`config.mk`:
```
export PLATFORM = sky130hd
export DESIGN_NAME = anton_neopixel_apb_bridge
export DESIGN_NICKNAME = d
export VERILOG_FILES = /design/src/rtl/anton_neopixel_apb_bridge.sv
export SDC_FILE = /design/constraint.sdc
export NUM_CORES = 1
export LEC_CHECK = 0
export BUFFER_PORTS_ARGS = -buffer_cell sky130_fd_sc_hd__clkbuf_2
export CAP_MARGIN = 20
export CORE_MARGIN = 5
export CORE_UTILIZATION = 35
export CTS_CLUSTER_DIAMETER = 40
export DETAILED_ROUTE_END_ITERATION = 6
export REMOVE_ABC_BUFFERS = 1
export SETUP_SLACK_MARGIN = 0.05
export SLEW_MARGIN = 25
export SYNTH_ARGS = -nofsm -noshare
export SYNTH_HDL_FRONTEND = slang
export SYNTH_SLANG_ARGS = --single-unit
```
`constraint.sdc`:
```
create_clock -name busClk -period 7.25 [get_ports busClk]
set_clock_uncertainty 0.15 [all_clocks]
set_input_delay 2.175 -clock busClk [delete_from_list [all_inputs] [get_ports busClk]]
set_output_delay 2.175 -clock busClk [all_outputs]
set_load 0.01 [all_outputs]
```
`src/rtl/anton_neopixel_apb_bridge.sv`:
```
// APB4 slave that serialises each 32-bit word access into four byte-lane strobes
// on the neopixel controller byte bus, gathering read bytes back into PRDATA.
module anton_neopixel_apb_bridge #(
  parameter int READ_LATENCY = 1
) (
  input  logic        busClk,
  input  logic        busReset,
  input  logic        PSEL,
  input  logic        PENABLE,
  input  logic        PWRITE,
  input  logic [15:0] PADDR,
  input  logic [31:0] PWDATA,
  input  logic [3:0]  PSTRB,
  output logic [31:0] PRDATA,
  output logic        PREADY,
  output logic        PSLVERR,
  output logic [13:0] busAddr,
  output logic [7:0]  busDataIn,
  output logic        busWrite,
  output logic        busRead,
  input  logic [7:0]  busDataOut
);

  typedef enum logic [2:0] {IDLE, XFER, DRAIN, DONE, ERR} state_t;

  state_t      state, state_nxt;
  logic [1:0]  lane, lane_nxt;
  logic [1:0]  drain_cnt;
  logic [11:0] word_addr;
  logic        wr_q;
  logic [31:0] wdata_q;
  logic [3:0]  strb_q;
  logic        aborted, aborted_nxt;
  logic [31:0] rdata, rdata_nxt;

  // Delay line tracking which lane's read data arrives READ_LATENCY cycles later.
  logic [READ_LATENCY-1:0] cap_vld;
  logic [1:0]              cap_lane [READ_LATENCY];

  logic        setup;
  logic        bad_addr;
  logic [11:0] src_addr;
  logic        src_wr;
  logic [31:0] src_wdata;
  logic [3:0]  src_strb;
  logic [13:0] bus_addr_nxt;
  logic [7:0]  bus_din_nxt;
  logic        bus_wr_nxt;
  logic        bus_rd_nxt;

  assign setup    = PSEL && !PENABLE;
  assign bad_addr = (PADDR[15:14] != 2'b00) || (PADDR[1:0] != 2'b00);

  // Lane 0 is launched on the same edge that latches the request, so take it straight from APB.
  assign src_addr  = (state == IDLE) ? PADDR[13:2] : word_addr;
  assign src_wr    = (state == IDLE) ? PWRITE      : wr_q;
  assign src_wdata = (state == IDLE) ? PWDATA      : wdata_q;
  assign src_strb  = (state == IDLE) ? PSTRB       : strb_q;

  always_comb begin
    // NOTE: every output of this block gets a default first so no latch can be inferred.
    state_nxt    = state;
    lane_nxt     = (state == XFER) ? lane + 2'd1 : 2'd0;
    aborted_nxt  = aborted;
    rdata_nxt    = rdata;
    bus_addr_nxt = busAddr;
    bus_din_nxt  = busDataIn;
    bus_wr_nxt   = 1'b0;
    bus_rd_nxt   = 1'b0;

    if (state == IDLE) aborted_nxt = 1'b0;
    else if ((state == XFER || state == DRAIN) && !PSEL) aborted_nxt = 1'b1;

    case (state)
      IDLE:  if (setup) state_nxt = bad_addr ? ERR : XFER;
      XFER:  if (lane == 2'd3) state_nxt = DRAIN;
      DRAIN: if (drain_cnt == 2'(READ_LATENCY - 1)) state_nxt = aborted_nxt ? IDLE : DONE;
      DONE:  state_nxt = IDLE;
      ERR:   state_nxt = IDLE;
      default: state_nxt = IDLE;
    endcase

    if (state_nxt == XFER) begin
      bus_addr_nxt = {src_addr, lane_nxt};
      if (src_wr) begin
        bus_din_nxt = src_wdata[8*lane_nxt +: 8];
        bus_wr_nxt  = src_strb[lane_nxt];
      end else begin
        bus_din_nxt = 8'h00;
        bus_rd_nxt  = 1'b1;
      end
    end

    if (state == IDLE && setup) rdata_nxt = 32'h0;
    if (cap_vld[READ_LATENCY-1]) rdata_nxt[8*cap_lane[READ_LATENCY-1] +: 8] = busDataOut;
  end

  always_ff @(posedge busClk or posedge busReset) begin
    if (busReset) begin
      state     <= IDLE;
      lane      <= 2'd0;
      drain_cnt <= 2'd0;
      word_addr <= 12'h0;
      wr_q      <= 1'b0;
      wdata_q   <= 32'h0;
      strb_q    <= 4'h0;
      aborted   <= 1'b0;
      rdata     <= 32'h0;
      cap_vld   <= '0;
      // NOTE: the lane delay line is tiny, so it is reset along with everything else.
      for (int i = 0; i < READ_LATENCY; i++) cap_lane[i] <= 2'd0;
      PRDATA    <= 32'h0;
      PREADY    <= 1'b0;
      PSLVERR   <= 1'b0;
      busAddr   <= 14'h0;
      busDataIn <= 8'h00;
      busWrite  <= 1'b0;
      busRead   <= 1'b0;
    end else begin
      // NOTE: non-blocking assignments so every register samples pre-edge values.
      state     <= state_nxt;
      lane      <= lane_nxt;
      drain_cnt <= (state == DRAIN) ? drain_cnt + 2'd1 : 2'd0;
      aborted   <= aborted_nxt;
      rdata     <= rdata_nxt;
      if (state == IDLE && setup) begin
        word_addr <= PADDR[13:2];
        wr_q      <= PWRITE;
        wdata_q   <= PWDATA;
        strb_q    <= PSTRB;
      end
      cap_vld[0]  <= busRead;
      cap_lane[0] <= busAddr[1:0];
      for (int i = 1; i < READ_LATENCY; i++) begin
        cap_vld[i]  <= cap_vld[i-1];
        cap_lane[i] <= cap_lane[i-1];
      end
      PRDATA    <= (state_nxt == DONE && !wr_q) ? rdata_nxt : 32'h0;
      PREADY    <= (state_nxt == DONE) || (state_nxt == ERR);
      PSLVERR   <= (state_nxt == ERR);
      busAddr   <= bus_addr_nxt;
      busDataIn <= bus_din_nxt;
      busWrite  <= bus_wr_nxt;
      busRead   <= bus_rd_nxt;
    end
  end

endmodule

```
==> impl_metrics.xml <==
<?xml version="1.0" encoding="UTF-8"?>
<metrics>
  <group name="synth">
    <metric name="postSynthCellCount" unit="">451</metric>
    <metric name="synth_area_leader_cell" unit="">dfrtp_1</metric>
    <metric name="ys.warnings.count" unit="">0</metric>
    <metric name="post_synth.cell_area_avg" unit="µm²">13.5</metric>
    <metric name="post_synth_instance_area" unit="mm²">0.00611</metric>
    <metric name="post_synth_arst_share" unit="%">100</metric>
    <metric name="netlist_top_cells_area" unit="">dfrtp_1, mux2_1, a22o_1</metric>
    <metric name="yosysMostFrequentCell" unit="">dfrtp_1</metric>
    <metric name="synthDistinctLibCells" unit="">50</metric>
    <metric name="synth_top_area_share" unit="%">61.4</metric>
    <metric name="dominantRegCellSynth" unit="">dfrtp_1</metric>
    <metric name="synth-seq-cells" unit="">150</metric>
    <metric name="share_of_the_yosys_chip_area_belonging_to_registers" unit="%">61.4</metric>
    <metric name="synth_enable_flop_cells" unit="">0</metric>
    <metric name="synthTopCellsByCount" unit="">dfrtp_1, mux2_1, a22o_1</metric>
  </group>
  <group name="place">
    <metric name="io_buf_count" unit="">122</metric>
    <metric name="dp.final_hpwl" unit="mm">9.55</metric>
    <metric name="total_placed_cells_including_tap_cells" unit="">776</metric>
    <metric name="place_ws" unit="ps">2730</metric>
    <metric name="globalplace.congestion" unit="">0.804</metric>
    <metric name="placement.cell_area" unit="mm²">0.00690</metric>
  </group>
  <group name="timing">
    <metric name="final_hold_viol_count" unit="">0</metric>
    <metric name="maxSlewHeadroom" unit="%">41.1</metric>
    <metric name="timing.final.crit_share" unit="%">55.9</metric>
    <metric name="worst_pin_slew" unit="ps">883</metric>
    <metric name="timing.final.max_slew_violations" unit="">0</metric>
    <metric name="min_clock_period_post_route" unit="ps">4060</metric>
    <metric name="clock.fmax" unit="MHz">247</metric>
    <metric name="rsz0062_at_grt" unit="">no</metric>
    <metric name="fin_ws" unit="ps">3190</metric>
    <metric name="hold_slack" unit="ps">235</metric>
    <metric name="final.setup.tns" unit="ps">0</metric>
    <metric name="setup-violations-final" unit="">0</metric>
  </group>
  <group name="critical_path">
    <metric name="worstPathMaxFanout" unit="">28</metric>
    <metric name="setup.worst_path.class" unit="">input port to register</metric>
    <metric name="rrSetupSlack" unit="ps">4470</metric>
    <metric name="r2r-end" unit="">busWrite</metric>
    <metric name="crit_required" unit="ps">7400</metric>
    <metric name="critical_path.endpoint_type" unit="">register</metric>
    <metric name="crit_arrival" unit="ps">4200</metric>
    <metric name="reg2reg_start" unit="">state[0]</metric>
    <metric name="rr_worst_depth" unit="">6</metric>
    <metric name="start_kind" unit="">input port</metric>
  </group>
  <group name="min_path">
    <metric name="hold_path.startpoint" unit="">busRead</metric>
    <metric name="worstHoldEndpoint" unit="">cap_vld</metric>
    <metric name="worstHoldPathType" unit="">register to register</metric>
    <metric name="hold_path_depth" unit="">0</metric>
  </group>
  <group name="global_routing">
    <metric name="grt_pass1_wl" unit="mm">22.3</metric>
    <metric name="grt-ovfl-total" unit="">0</metric>
    <metric name="via_count_of_the_first_global_routing_pass" unit="">4216</metric>
    <metric name="grt_start_max_net_pins" unit="">114</metric>
    <metric name="antenna_found_initial" unit="">0</metric>
    <metric name="gr-usage-all-layers" unit="%">14.2</metric>
  </group>
  <group name="layout">
    <metric name="final_area" unit="mm²">0.00758</metric>
    <metric name="finalNetCount" unit="">643</metric>
    <metric name="antennaDiodeCount" unit="">0</metric>
    <metric name="seq_area" unit="mm²">0.00375</metric>
    <metric name="finalNonFillerCells" unit="">809</metric>
    <metric name="filler_cell_count" unit="">1589</metric>
    <metric name="postLayoutCoreUtil" unit="%">44.0</metric>
    <metric name="post_route_cells_drive_above_1_share" unit="%">33.9</metric>
    <metric name="multi_input_comb_area" unit="mm²">0.00218</metric>
    <metric name="layout-area-overhead-vs-synth" unit="%">24.1</metric>
  </group>
  <group name="clock_tree">
    <metric name="cts-htree-levels" unit="">4</metric>
    <metric name="clock_tree.root_cell" unit="">clkbuf_16</metric>
    <metric name="cts_made_buffers" unit="">17</metric>
    <metric name="total_of_hold_buffers_inserted_after_clock_tree_synthesis" unit="">0</metric>
    <metric name="cts_sinks" unit="">150</metric>
    <metric name="cts.clk_slew.worst_paths" unit="ps">60</metric>
    <metric name="cts_buffer_depth" unit="">2</metric>
    <metric name="postCtsResizedCells" unit="">0</metric>
    <metric name="clkLatencyLatePin" unit="ps">420</metric>
    <metric name="cts.repair_timing.setup_buffer_count" unit="">0</metric>
    <metric name="tritoncts" unit="">built</metric>
  </group>
  <group name="floorplanning">
    <metric name="die_x" unit="µm">142</metric>
    <metric name="placeable_core_region" unit="mm²">0.0172</metric>
    <metric name="die_h" unit="µm">142</metric>
    <metric name="io_pins" unit="">123</metric>
    <metric name="initial_core_util" unit="%">35.5</metric>
    <metric name="floorplan.rows" unit="">48</metric>
    <metric name="die-area" unit="mm²">0.0202</metric>
  </group>
  <group name="drt">
    <metric name="vias" unit="">3962</metric>
    <metric name="drc" unit="">0</metric>
    <metric name="vias_per_cell" unit="">4.90</metric>
    <metric name="drt.antenna.violating_nets" unit="">0</metric>
    <metric name="first_pass_iters" unit="">4</metric>
    <metric name="wl_per_cell" unit="µm">16.9</metric>
    <metric name="number_of_drc_markers_in_iteration_0" unit="">193</metric>
    <metric name="routed_wirelength" unit="mm">13.7</metric>
  </group>
  <group name="job">
    <metric name="max_cap_viol" unit="">0</metric>
  </group>
  <group name="outcome">
    <metric name="status" unit="">finished, final reports clean</metric>
  </group>
  <group name="pwr">
    <metric name="power_density" unit="mW/mm²">306</metric>
    <metric name="power.static_leakage" unit="nW">3.66</metric>
    <metric name="power.total" unit="mW">2.32</metric>
    <metric name="max-vdd-ir-drop" unit="mV">0.182</metric>
  </group>
</metrics>
==> layout make-up <==
| cell class | count | area share, % |
|---|---|---|
| flip-flops and latches | 150 | 49.5 |
| multi-input cells | 265 | 28.8 |
| repair buffers | 126 | 8.71 |
| clock buffers | 21 | 6.07 |
| well taps | 225 | 3.71 |
| clock inverters | 11 | 2.59 |
| inverters | 11 | 0.644 |
==> layout by cell type (no fill, tap or decap), types with 7 or more instances in the layout <==
cell type / count
nand2_1: 29
mux2_1: 51
dfrtp_1: 150
mux2i_1: 14
ha_1: 7
nor2_1: 7
a21oi_1: 13
a22o_1: 34
clkbuf_16: 17
clkbuf_2: 122
nor2b_2: 30
nor2b_1: 7
nand2b_1: 9
inv_1: 8
o21ai_1: 16
==> worst max-delay path, cell delays in order <==
cell and delay [ps]:
clkbuf_2 110, nor2b_1 580, nand2_2 530, buf_4 420, mux2_1 370
==> flip-flops by register name, indices dropped and copies added, names as in the netlist <==
register,count
state,3
rdata,32
strb_q,4
lane,2
aborted,1
busRead,1
cap_lane,2
drain_cnt,2
busDataIn,8
PREADY,1
PRDATA,32
PSLVERR,1
word_addr,12
cap_vld,1
wr_q,1
busAddr,14
busWrite,1
wdata_q,32
==> logic make-up (layout without fill, tap and decap cells) <==
family / after synthesis / count (layout) / share of synthesized area [%]
muxes: 65 / 65 / 11.7
adders and majority gates: 7 / 7 / 1.43
and+or+nand+nor: 101 / 101 / 11.0
AOI/OAI and AO/OA: 92 / 92 / 11.3
buffers and inverters: 36 / 169 / 3.13
DFF: 150 / 150 / 61.4
==> metal layers <==
layer  share of wire (%)  vias up  global-route usage (%)
li1                    -     1843                       -
met5                   0        -                       0
met3                 6.7       19                    4.81
met1                  45     1988                    18.6
met4                 1.7        0                    5.25
met2                  47      112                    21.8
==> worst max-delay path by stage <==
stage,end,startpoint,slack (ps)
finish,wdata_q[7],PSEL,3190
global route,wdata_q[7],PSEL,3080
CTS,wdata_q[7],PSEL,3180
detailed placement,wdata_q[7],PSEL,2730
global placement,wdata_q[27],PSEL,2850
floorplan,PRDATA[0],busReset,890
==> report_power, final <==
group	switching, mW	total (mW)	internal (mW)
Combinational	0.168	0.323	0.154
Clock	0.333	0.963	0.630
Sequential	0.0758	1.04	0.962
Note: power is estimated with default switching activity, not from simulation.
